File: src/rtl/spi_instr_decoder_pkg.sv
// Shared definitions for the SPI instruction decoder: instruction layout,
// default widths and FSM state encodings.
package spi_instr_decoder_pkg;

    localparam int ADDR_W_DEF  = 6;
    localparam int DATA_W_DEF  = 8;
    localparam int MIN_GAP_DEF = 3;

    localparam int INSTR_RW_BIT  = 7;
    localparam int INSTR_INC_BIT = 6;

    localparam logic [2:0] ST_IDLE     = 3'd0;
    localparam logic [2:0] ST_CMD      = 3'd1;
    localparam logic [2:0] ST_WR_DATA  = 3'd2;
    localparam logic [2:0] ST_RD_ISSUE = 3'd3;
    localparam logic [2:0] ST_RD_WAIT  = 3'd4;

    typedef struct packed {
        logic rw;
        logic inc;
    } instr_flags_t;

    function automatic instr_flags_t get_flags(input logic [7:0] instr);
        instr_flags_t f;
        f.rw  = instr[INSTR_RW_BIT];
        f.inc = instr[INSTR_INC_BIT];
        return f;
    endfunction

endpackage

File: src/rtl/spi_instr_decoder.sv
// Register-bus initiator: decodes one instruction byte per SPI frame, then
// issues write strobes per data byte or prefetching reads per dummy byte.
module spi_instr_decoder
    import spi_instr_decoder_pkg::*;
#(
    parameter int ADDR_W  = ADDR_W_DEF,
    parameter int DATA_W  = DATA_W_DEF,
    parameter int MIN_GAP = MIN_GAP_DEF
) (
    input  logic              clk,
    input  logic              rst,
    input  logic              frame_active,
    input  logic [DATA_W-1:0] rx_data,
    input  logic              rx_valid,
    output logic [DATA_W-1:0] tx_data,
    output logic              tx_load,
    output logic              read,
    output logic              write,
    output logic [ADDR_W-1:0] addr,
    output logic [DATA_W-1:0] data_write,
    input  logic [DATA_W-1:0] data_read,
    output logic              busy,
    output logic              err
);

    localparam int GAP_W = $clog2(MIN_GAP + 1);

    logic [2:0]        state, state_nxt;
    logic              frame_q;
    logic [GAP_W-1:0]  gap_cnt;
    logic              inc_q;
    logic [ADDR_W-1:0] ptr;
    logic              frame_rise, in_frame, overrun, accept;
    instr_flags_t      flags;

    assign frame_rise = frame_active & ~frame_q;
    assign in_frame   = (state != ST_IDLE);
    assign overrun    = rx_valid & in_frame & (gap_cnt < GAP_W'(MIN_GAP));
    assign accept     = rx_valid & in_frame & ~overrun;
    assign flags      = get_flags(rx_data[7:0]);

    assign read  = (state == ST_RD_ISSUE);
    assign busy  = in_frame;
    assign addr  = ptr;

    always_comb begin
        state_nxt = state;
        case (state)
            ST_IDLE:     if (frame_rise) state_nxt = ST_CMD;
            ST_CMD:      if (accept) state_nxt = flags.rw ? ST_WR_DATA : ST_RD_ISSUE;
            ST_WR_DATA:  state_nxt = ST_WR_DATA;
            ST_RD_ISSUE: state_nxt = ST_RD_WAIT;
            ST_RD_WAIT:  if (accept) state_nxt = ST_RD_ISSUE;
            default:     state_nxt = ST_IDLE;
        endcase
        // A byte arriving with the frame fall is still acted on, but the frame ends.
        if (in_frame && !frame_active) state_nxt = ST_IDLE;
    end

    always_ff @(posedge clk or posedge rst) begin
        if (rst) begin
            state      <= ST_IDLE;
            frame_q    <= 1'b0;
            gap_cnt    <= GAP_W'(MIN_GAP);
            inc_q      <= 1'b0;
            ptr        <= '0;
            err        <= 1'b0;
            write      <= 1'b0;
            data_write <= '0;
            tx_load    <= 1'b0;
            tx_data    <= '0;
        end else begin
            state   <= state_nxt;
            frame_q <= frame_active;

            // Counts cycles since the last pulse, dropped pulses included.
            if (!in_frame && frame_rise)
                gap_cnt <= GAP_W'(MIN_GAP);
            else if (rx_valid && in_frame)
                gap_cnt <= GAP_W'(1);
            else if (gap_cnt < GAP_W'(MIN_GAP))
                gap_cnt <= gap_cnt + GAP_W'(1);

            if (!in_frame && frame_rise)
                err <= 1'b0;
            else if (overrun)
                err <= 1'b1;

            write <= accept && (state == ST_WR_DATA);
            if (accept && state == ST_WR_DATA)
                data_write <= rx_data;

            // Write pointer advances after its strobe; read pointer before the prefetch.
            if (accept && state == ST_CMD) begin
                ptr   <= rx_data[ADDR_W-1:0];
                inc_q <= flags.inc;
            end else if (write || (accept && state == ST_RD_WAIT)) begin
                ptr <= ptr + ADDR_W'(inc_q);
            end

            tx_load <= (state == ST_RD_ISSUE);
            if (state == ST_RD_ISSUE)
                tx_data <= data_read;
        end
    end

endmodule

File: config.mk
export PLATFORM = sky130hd
export DESIGN_NAME = spi_instr_decoder
export DESIGN_NICKNAME = d
export VERILOG_FILES = /design/src/rtl/spi_instr_decoder_pkg.sv /design/src/rtl/spi_instr_decoder.sv
export SDC_FILE = /design/constraint.sdc
export NUM_CORES = 1
export LEC_CHECK = 0
export ABC_AREA = 1
export CAP_MARGIN = 0
export CORE_ASPECT_RATIO = 0.8
export CORE_MARGIN = 2
export CORE_UTILIZATION = 35
export CTS_CLUSTER_SIZE = 28
export DETAILED_ROUTE_END_ITERATION = 10
export HOLD_SLACK_MARGIN = 0.1
export MAX_ROUTING_LAYER = met4
export PLACE_DENSITY = 0.7
export SLEW_MARGIN = 0
export SYNTH_ARGS = -nofsm -noshare
export SYNTH_HDL_FRONTEND = slang
export SYNTH_SLANG_ARGS = --single-unit
File: constraint.sdc
create_clock -name clk -period 1.43 [get_ports clk]
set_clock_uncertainty 0.05 [all_clocks]
set_input_delay 0.143 -clock clk [delete_from_list [all_inputs] [get_ports clk]]
set_output_delay 0.143 -clock clk [all_outputs]
set_load 0.02 [all_outputs]
# Word level (Yosys, flattened, before mapping)
# Cells that the tools add are included.
classes:
  add_sub_neg: 2
  magnitude_cmp: 1
  n_eq_ne: 7
  muxes: 13
  bitwise: 6
  n_reduce_logical: 15
ops:
  columns: ["cell", "count"]
  rows:
  - ["$pmux 3 s5", 1]
  - ["$mux 3", 4]
  - ["$mux 6", 2]
  - ["$ne 3x3->1 const B", 3]
  - ["$add 6x1->6", 1]
  - ["$eq 3x2->1 const B", 2]
  - ["$logic_and 1x1->1", 6]
  - ["$mux 2", 3]
  - ["$reduce_bool 3->1", 2]
  - ["$and 1x1->1", 4]
  - ["$reduce_bool 2->1", 2]
  - ["$eq 3x1->1 const B", 1]
  - ["$eq 3x3->1 const B", 1]
  - ["$logic_not 3->1", 1]
  - ["$mux 1", 3]
  - ["$reduce_and 3->1", 1]
  - ["$add 2x1->2 const B", 1]
  - ["$logic_not 1->1", 2]
  - ["$lt 2x2->1 const B", 1]
  - ["$not 1->1", 2]
  - ["$logic_or 1x1->1", 1]
word_totals:
  reg_bits: 32
  inputBits: 20
  out_inout_bits: 27

# Depth between registers and ports, before layout
logic_depth:
  ltp_word: 9
  ltp_mapped: 9

# Least setup slack after synthesis
# No wires, ideal clock.
synth_timing:
  kind: "reg2reg"
  start: "register gap_cnt[0]"
  end: "register data_write[0]"
  setup_ns: 0.118
  t_arrival_ns: 1.412
  t_required_ns: 1.262
  setup_slack_ns: -0.150
  stages_incl_launch_ff: 8
  cell_sequence: "dfstp_2 ha_1 nand3_2 or2_1 buf_2 buf_6 nand2_1 o21ai_2"
synth_between:
  elab_chain_len: 5
synth_lines:
  columns: ["element", "line_no", "rtl"]
  rows:
  - ["start: declaration", "spi_instr_decoder.sv:30", "logic [GAP_W-1:0] gap_cnt;"]
  - ["start signal: assignment", "spi_instr_decoder.sv:64", "gap_cnt <= GAP_W'(MIN_GAP);"]
  - ["start signal: assignment", "spi_instr_decoder.sv:78", "gap_cnt <= GAP_W'(MIN_GAP);"]
  - ["start signal: assignment", "spi_instr_decoder.sv:82", "gap_cnt <= gap_cnt + GAP_W'(1);"]
  - ["$lt 2x2->1", "spi_instr_decoder.sv:38", "assign overrun = rx_valid & in_frame & (gap_cnt < GAP_W'(MIN_GAP));"]
  - ["$and 1x1->1", "spi_instr_decoder.sv:38", null]
  - ["$not 1->1", "spi_instr_decoder.sv:39", "assign accept = rx_valid & in_frame & ~overrun;"]
  - ["$and 1x1->1", "spi_instr_decoder.sv:39", null]
  - ["$logic_and 1x1->1", "spi_instr_decoder.sv:90", "if (accept && state == ST_WR_DATA)"]
  - ["end signal: assignment", "spi_instr_decoder.sv:91", "data_write <= rx_data;"]
  - ["end: declaration", "spi_instr_decoder.sv:20", "output logic [DATA_W-1:0] data_write,"]
# No other way between the ends.
# A chain may end at the register's enable or synchronous reset.

# Final worst setup path
layout_timing:
  start: "register gap_cnt[1]"
  end: "register data_write[0]"
# Same word-level chain as after synthesis.

==> flow_summary.yaml <==
timing:
  fin_ws_ns: -0.0551
  fin_crit_sh_pct: 104
  tns_ns: -0.528
  setup_violations: 13
  slew_viol_final: 0
  worstMarginPinSlew_ns: 0.304
  max_slew_margin_pct: 79.5
  clock.fmax_mhz: 673
  hold_ws_ns: 0.150
  fin_crit_ns: 1.49
  rsz0062_at_grt: "yes"
  finalHoldViolations: 0
pwr:
  ir_worst_vdd_mv: 1.31
  power_density_mw_per_mm2: 1860
  p_leak_nw: 1.31
global_route:
  grt_pass1_wl_mm: 6.46
  grt_pass1_vias: 1378
  grt_max_degree: 33
  groute.usage.overall_pct: 17.3
  gr-total-overflow: 0
  antenna_found_initial: 0
layout:
  num_antenna_cells: 0
  final_util_pct: 57.1
  stdcell_count: 320
  nNetsFinal: 285
  drive_above_1_share_pct: 22.8
  final_cell_mix: "nand2_1 (69), dfrtp_1 (30), dlygate4sd2_1 (22)"
  fillers: 388
  syn2layout_area_growth_pct: 54.8
  final_common_cell: "nand2_1"
place:
  placed_cells: 308
  gp_congestion: 0.840
  io_buffers: 46
  dp_hpwl_mm: 2.79
route:
  avgViaCountPerCell: 4.63
  vias: 1481
  first_iter_violations: 84
  wirelength_mm: 3.96
  dr.pass1.iters: 4
  wire_per_inst_microns: 12.4
  post-route-drc-count: 0
  ant_nets: 0
logic_synthesis:
  ys_types: 28
  ys_warn_count: 0
  yosysSeqAreaShare_pct: 51.5
  synthCells: 187
  synth_nets: 210
  ys_ff_latch: 32
  syn_area_sq_mm: 0.00156
  syn_area_per_cell_sq_um: 8.34
setup_path:
  cp_data_arrival_time_ns: 1.64
  start_kind: "flop"
  endpoint_kind: "flop"
  crit_fanout: 8
  required_ns: 1.59
  criticalPathCategory: "reg -> reg"
clock_tree:
  cts.hold.buffers_added: 0
  clk_path_buf_depth: 2
  cts_root_buf: "clkbuf_8"
  cts_made_buffers: 5
  clk_pin_slew_ns: 0.07
  insertion_delay_ns: 0.28
  h-tree-depth: 2
  cts_tree: "yes"
  cts.sinks: 32
run:
  cap_violations: 0
floorplan:
  die_h_microns: 63.7
  dieArea_sq_mm: 0.00501
  ios: 47
  core-area_sq_mm: 0.00423
  placementRows: 21
  start_util_pct: 36.9
  die_w_microns: 78.6
hold_path:
  holdCritPathClass: "in -> async"
run_status:
  status: "finished with violations"
  violations: "negative setup slack"
-- worst max-delay path, cell delays in order, from the launching register on --
cell and delay [ns]:
dfstp_2 0.56, ha_4 0.16, nand3_4 0.08, buf_4 0.14, or2_4 0.29, o21ai_2 0.13
-- report_power, final --
| part | total [mW] | internal, mW | leakage, nW | switching (mW) |
|---|---|---|---|---|
| Sequential | 1.49 | 1.26 | 0.411 | 0.234 |
| Clock | 0.721 | 0.391 | 0.0445 | 0.330 |
| Combinational | 2.27 | 1.01 | 0.852 | 1.27 |
-- timing repair --
item	in CTS	in global routing
buffers inserted	3	1
pin swaps	2	7
setup endpoints to repair	39	22
resized for setup	32	18
gates cloned	1	0
-- state kept, by name, indices dropped and copies added, names as in the netlist --
name and cells:
err 1, data_write 8, frame_q 1, write 1, inc_q 1, state 3, tx_data 8, addr 6
gap_cnt 2, tx_load 1
-- per-layer routing --
layer | wire length (microns) | share of wire [%] | vias up | track usage (%)
met5 | 0 | 0 | - | -
met4 | 49 | 1.2 | 0 | 5.92
met3 | 197 | 5.0 | 5 | 3.44
met2 | 1730 | 44 | 43 | 24.4
met1 | 1980 | 50 | 685 | 24.8
li1 | - | - | 748 | -
-- final cells by class --
type                            count  area (sq um)  area share (%)
Timing Repair Buffer               70           636            26.3
Sequential cell                    32           803            33.3
Clock buffer                        7          86.3            3.58
Clock inverter                      1          7.51           0.311
Tap cell                           57          71.3            2.95
Inverter                           24          90.1            3.73
Multi-Input combinational cell    129           719            29.8
-- worst paths after layout --
path / from / endpoint / slack (ns) / cells past startpoint
hold reg to reg: tx_data[3]$_DFFE_PP0N_ / tx_data[3]$_DFFE_PP0N_ / 0.42 / 2
setup reg to reg: gap_cnt[1]$_DFFE_PP1P_ / data_write[0]$_DFFE_PP0P_ / -0.06 / 5
setup / recovery: gap_cnt[1]$_DFFE_PP1P_ / data_write[0]$_DFFE_PP0P_ / -0.06 / 5
min in group clk: frame_active / frame_q$_DFF_PP0_ / 0.28 / 1
max in group asynchronous: rst / gap_cnt[1]$_DFFE_PP1P_ / 0.93 / 3
hold / removal: rst / tx_data[7]$_DFFE_PP0N_ / 0.15 / 3
-- cell families (layout without fill, tap and decap cells) --
family	count (synthesis)	after routing	share of synthesized area [%]
buffers and inverters	27	102	7.06
and+or+nand+nor	105	106	29.0
xor gates and xnor gates	3	3	1.69
adders and majority gates	3	3	2.41
DFF	32	32	51.5
AOI/OAI and AO/OA	17	17	8.35
-- synthesized netlist by cell type --
cell       n  area [sq um]
nor2_2     1          6.26
xor2_1     2          17.5
nand2_1   72           270
nand4_1    9          56.3
buf_2      1          5.00
ha_1       3          37.5
nand3_1   14          70.1
o22ai_1    1          6.26
o21bai_1   1          7.51
inv_2      1          3.75
clkinv_1   1          3.75
o21bai_2   1          11.3
o21ai_0    3          15.0
o21ai_2    8          70.1
nand3b_1   1          7.51
buf_6      1          11.3
xnor2_1    1          8.76
nand2_2    1          6.26
a21oi_1    1          5.00
dfrtp_1   30           751
o211ai_1   1          7.51
dfstp_2    2          52.6
o21a_1     1          7.51
nand3_2    1          10.0
inv_1     22          82.6
clkbuf_1   1          3.75
nor2_1     5          18.8
or2_1      1          6.26
-- metrics by stage --
| step | setup slack, ns | power [mW] | cell area (sq um) |
|---|---|---|---|
| final | -0.0551 | 4.49 | 2410 |
| after CTS | -0.0596 | 4.41 | 2360 |
| after global placement | -0.0702 | 3.75 | 2270 |
| after floorplan | -0.0950 | 2.70 | 1580 |
| after detailed placement | -0.111 | 3.78 | 2270 |
| after global routing | -0.106 | 4.83 | 2410 |
(Power assumes the default switching activity.)
==> variant 1 (config.mk and constraints unchanged) <==
Change the package constant `ADDR_W_DEF` from 6 to 7.
--- a/src/rtl/spi_instr_decoder_pkg.sv
+++ b/src/rtl/spi_instr_decoder_pkg.sv
@@ -2,7 +2,7 @@
 // default widths and FSM state encodings.
 package spi_instr_decoder_pkg;
 
-    localparam int ADDR_W_DEF  = 6;
+    localparam int ADDR_W_DEF  = 7;
     localparam int DATA_W_DEF  = 8;
     localparam int MIN_GAP_DEF = 3;
 
Ports: changed (resized addr); port bits go from 47 to 48. No check against the original RTL was run, so the function may have changed too.
==> variant 1 against the original RTL <==
The flow still finishes with violations (setup timing); power rose by 12%; design area is 4.8% higher; die area rose by 6.1%; first-iteration DRC count unchanged; synthesized cell count is 4.8% higher; combinational power up 11%; routed wire length rose by 2.2%; worst hold slack worse by 0.012 ns; utilization down 1.7 points; sequential cell count rose by 1; area after synthesis is 6.5% higher; worst setup slack improved by 0.0031 ns.
==> variant 1: results (changes against the original RTL) <==
DP Area = 2350 um^2 (was 2270 um^2)
Post-Place Cells = 315 (was 308)
peak supply drop = 0.000905 V (was 0.00131 V)
Signal buf overhead = 25.5% (was 26.3%)
#MultiIn Comb = 133 (was 129)
fraction of area in multi-input gates = 30.7% (was 29.8%)
status = complete, but fails checks (unchanged)
Area contributors post-synth = dfrtp_1 (47%), nand2_1 (17%), inv_1 (5.2%), nand3_1 (4.2%), dfstp_2 (3.2%) (was dfrtp_1 (48%), nand2_1 (17%), inv_1 (5.3%), nand3_1 (4.5%), o21ai_2 (4.5%))
Via density = 4.56 (was 4.63)
Adder-Cell Fraction of Synth Area = 2.26% (was 2.41%)
Inverters = 25 (was 24)
Routed WL per cell = 12.4 um (about the same)
failing checks = setup timing (unchanged)
# clk buffers = 5 (was 7)
Non-Clock Buffer Count = 69 (was 70)
Mapped Cells = 196 (was 187)
Comb pwr share = 50.2% (was 50.6%)
final setup TNS = -0.523 ns (was -0.528 ns)
post_cts resized = 44 (was 32)
met2 layer usage reported by global route = 26.3% (was 24.4%)
largest fanout on the critical path = 6 (was 8)
Total GRT Usage = 17.4% (was 17.3%)
sequential cell count = 33 (was 32)
compound-cell area share of the yosys netlist = 7.91% (was 8.35%)
register area share after synthesis = 49.9% (was 51.5%)
final net count = 290 (was 285)
Synth top cells by count = nand2_1 (74), dfrtp_1 (31), inv_1 (23) (was nand2_1 (72), dfrtp_1 (30), inv_1 (22))
Switching Power = 2.07 mW (was 1.83 mW)
FILL cells = 435 (was 388)
worst-margin pin slew = 0.323 ns (was 0.304 ns)
Post-Synth XOR/XNOR Area = 1.06% (was 1.69%)
pin count of the biggest net entering global routing = 34 (was 33)
Netlist cell types = 30 (was 28)
Port Buf Inserts = 47 (was 46)
final setup fails = 13 (unchanged)
crit path setup slack, layout = -0.0521 ns (was -0.0551 ns)
syn nets = 219 (was 210)
PD cells = 1990 nW/um^2 (was 1860 nW/um^2)
share of layout cells above drive strength 1 = 25.8% (was 22.8%)
ClkCell Share = 4.11% (was 3.89%)
sequential cell area = 832 um^2 (was 803 um^2)
global-route wire length before repair = 6640 um (was 6460 um)
DRT met1 WL = 1790 um (was 1980 um)
proportion of power drawn by flip-flops and latches = 32.9% (was 33.3%)
-- variant 1: cell count changes after synthesis, moves of 2 or more --
cell / before / now
nand2_1: 72 / 74
nand4_1: 9 / 5
o21ai_1: 0 / 3
o21ai_0: 3 / 6
o21ai_2: 8 / 6
-- variant 1: how the worst min path moves through the flow --
stage / from / end / slack [ns] / cells past startpoint
floorplan: frame_active / frame_q$_DFF_PP0_ / 0.12 / 0
global placement: tx_data[5]$_DFFE_PP0P_ / tx_data[5]$_DFFE_PP0P_ / 0.41 / 2
detailed placement: tx_data[4]$_DFFE_PP0P_ / tx_data[4]$_DFFE_PP0P_ / 0.42 / 2
CTS: rst / frame_q$_DFF_PP0_ / 0.14 / 3
global route: rst / tx_data[7]$_DFFE_PP0P_ / 0.19 / 3
finish: rst / data_write[2]$_DFFE_PP0P_ / 0.14 / 3
==> variant 2 (config.mk and constraints unchanged) <==
Without the edit above. Add an input register stage for `frame_active`, `rx_data`, `rx_valid` and `data_read`; this delays them by one clock.
--- a/src/rtl/spi_instr_decoder.sv
+++ b/src/rtl/spi_instr_decoder.sv
@@ -25,6 +25,18 @@
 
     localparam int GAP_W = $clog2(MIN_GAP + 1);
 
+    logic frame_active_q;
+    logic [DATA_W-1:0] rx_data_q;
+    logic rx_valid_q;
+    logic [DATA_W-1:0] data_read_q;
+
+    always_ff @(posedge clk) begin
+        frame_active_q <= frame_active;
+        rx_data_q      <= rx_data;
+        rx_valid_q     <= rx_valid;
+        data_read_q    <= data_read;
+    end
+
     logic [2:0]        state, state_nxt;
     logic              frame_q;
     logic [GAP_W-1:0]  gap_cnt;
@@ -33,11 +45,11 @@
     logic              frame_rise, in_frame, overrun, accept;
     instr_flags_t      flags;
 
-    assign frame_rise = frame_active & ~frame_q;
+    assign frame_rise = frame_active_q & ~frame_q;
     assign in_frame   = (state != ST_IDLE);
-    assign overrun    = rx_valid & in_frame & (gap_cnt < GAP_W'(MIN_GAP));
-    assign accept     = rx_valid & in_frame & ~overrun;
-    assign flags      = get_flags(rx_data[7:0]);
+    assign overrun    = rx_valid_q & in_frame & (gap_cnt < GAP_W'(MIN_GAP));
+    assign accept     = rx_valid_q & in_frame & ~overrun;
+    assign flags      = get_flags(rx_data_q[7:0]);
 
     assign read  = (state == ST_RD_ISSUE);
     assign busy  = in_frame;
@@ -54,7 +66,7 @@
             default:     state_nxt = ST_IDLE;
         endcase
         // A byte arriving with the frame fall is still acted on, but the frame ends.
-        if (in_frame && !frame_active) state_nxt = ST_IDLE;
+        if (in_frame && !frame_active_q) state_nxt = ST_IDLE;
     end
 
     always_ff @(posedge clk or posedge rst) begin
@@ -71,12 +83,12 @@
             tx_data    <= '0;
         end else begin
             state   <= state_nxt;
-            frame_q <= frame_active;
+            frame_q <= frame_active_q;
 
             // Counts cycles since the last pulse, dropped pulses included.
             if (!in_frame && frame_rise)
                 gap_cnt <= GAP_W'(MIN_GAP);
-            else if (rx_valid && in_frame)
+            else if (rx_valid_q && in_frame)
                 gap_cnt <= GAP_W'(1);
             else if (gap_cnt < GAP_W'(MIN_GAP))
                 gap_cnt <= gap_cnt + GAP_W'(1);
@@ -88,11 +100,11 @@
 
             write <= accept && (state == ST_WR_DATA);
             if (accept && state == ST_WR_DATA)
-                data_write <= rx_data;
+                data_write <= rx_data_q;
 
             // Write pointer advances after its strobe; read pointer before the prefetch.
             if (accept && state == ST_CMD) begin
-                ptr   <= rx_data[ADDR_W-1:0];
+                ptr   <= rx_data_q[ADDR_W-1:0];
                 inc_q <= flags.inc;
             end else if (write || (accept && state == ST_RD_WAIT)) begin
                 ptr <= ptr + ADDR_W'(inc_q);
@@ -100,7 +112,7 @@
 
             tx_load <= (state == ST_RD_ISSUE);
             if (state == ST_RD_ISSUE)
-                tx_data <= data_read;
+                tx_data <= data_read_q;
         end
     end
 
Function: changed (a bounded check fails within 4 cycles, from zero or initial values and one cycle with rst high).
==> variant 2 against the original RTL <==
Power rose by 21%; routed wire length rose by 7.0%; area after synthesis rose by 28%; the run still ends with setup timing left; sequential cell count rose by 18; die area rose by 26%; synthesized cell count rose by 12%; design area rose by 23%; critical path depth rose by 2; critical path type unchanged; highest routed layer unchanged; worst setup slack improved by 0.044 ns.
==> variant 2: results (changes against the original RTL) <==
status = complete, but fails checks (unchanged)
Mapped Cells = 210 (was 187)
# clk buffers = 6 (was 7)
Inverters = 27 (was 24)
CTS Sinks = 50 (was 32)
DP Area = 2730 um^2 (was 2270 um^2)
Non-Clock Buffer Count = 71 (was 70)
final net count = 309 (was 285)
Area contributors post-synth = dfrtp_1 (38%), dfxtp_1 (18%), nand2_1 (13%), inv_1 (4.1%), nand3_1 (4.0%) (was dfrtp_1 (48%), nand2_1 (17%), inv_1 (5.3%), nand3_1 (4.5%), o21ai_2 (4.5%))
worst r2r path cells = 7 (was 5)
GP Congestion = 0.765 (was 0.840)
start point of the critical path = gap_cnt[0]$_DFFE_PP1P_ (was gap_cnt[1]$_DFFE_PP1P_)
CP arrival = 1.59 ns (was 1.64 ns)
vias = 1,625 (was 1,481)
P_leak = 1.52 nW (was 1.31 nW)
num tapcells = 78 (was 57)
Netlist cell types = 30 (was 28)
CTS clk-pin slew, worst paths = 0.10 ns (was 0.07 ns)
global-route wire length before repair = 7180 um (was 6460 um)
final setup TNS = -0.0183 ns (was -0.528 ns)
Via density = 4.45 (was 4.63)
Final Routed Wirelength = 4240 um (was 3960 um)
failing checks = setup timing (unchanged)
#MultiIn Comb = 131 (was 129)
crit path setup slack, layout = -0.0106 ns (was -0.0551 ns)
Initial DRC Count = 102 (was 84)
register area share after synthesis = 58.3% (was 51.5%)
fin area = 2980 um^2 (was 2410 um^2)
final setup fails = 3 (was 13)
worst-margin pin slew = 0.289 ns (was 0.304 ns)
Switching Power = 2.13 mW (was 1.83 mW)
share of layout cells above drive strength 1 = 30.3% (was 22.8%)
largest fanout on the critical path = 7 (was 8)
worst-skew pair later-pin latency = 0.30 ns (was 0.28 ns)
Signal buf overhead = 22.8% (was 26.3%)
Critical path destination = addr[1]$_DFFE_PP0P_ (was data_write[0]$_DFFE_PP0P_)
peak supply drop = 0.000936 V (was 0.00131 V)
==> variant 2: cell families after synthesis <==
group | count (synthesis) | synth area share (%)
buffers and inverters | 29 | 5.96
XOR/XNOR | 3 | 1.32
AO/OA/AOI/OAI | 16 | 6.21
adder cells (fa/ha/maj) | 3 | 1.88
AND/OR/NAND/NOR | 109 | 26.3
flip-flops | 50 | 58.3
==> variant 2: metal layers <==
layer / track usage [%] / routed length, um / up-vias
li1: - / - / 822
met4: 5.56 / 74 / 0
met3: 3.57 / 248 / 9
met2: 22.6 / 1980 / 50
met5: - / 0 / -
met1: 20.0 / 1930 / 744
==> variant 2: power groups by stage <==
stage	Combinational [mW]	Clock, mW	Sequential (mW)
2_1_floorplan	0.995	0	2.33
3_3_place_gp	2.30	0	2.06
3_5_place_dp	2.34	0	2.06
4_1_cts	2.32	0.898	2.04
5_1_grt	2.71	0.968	2.11
6_report	2.50	0.878	2.06
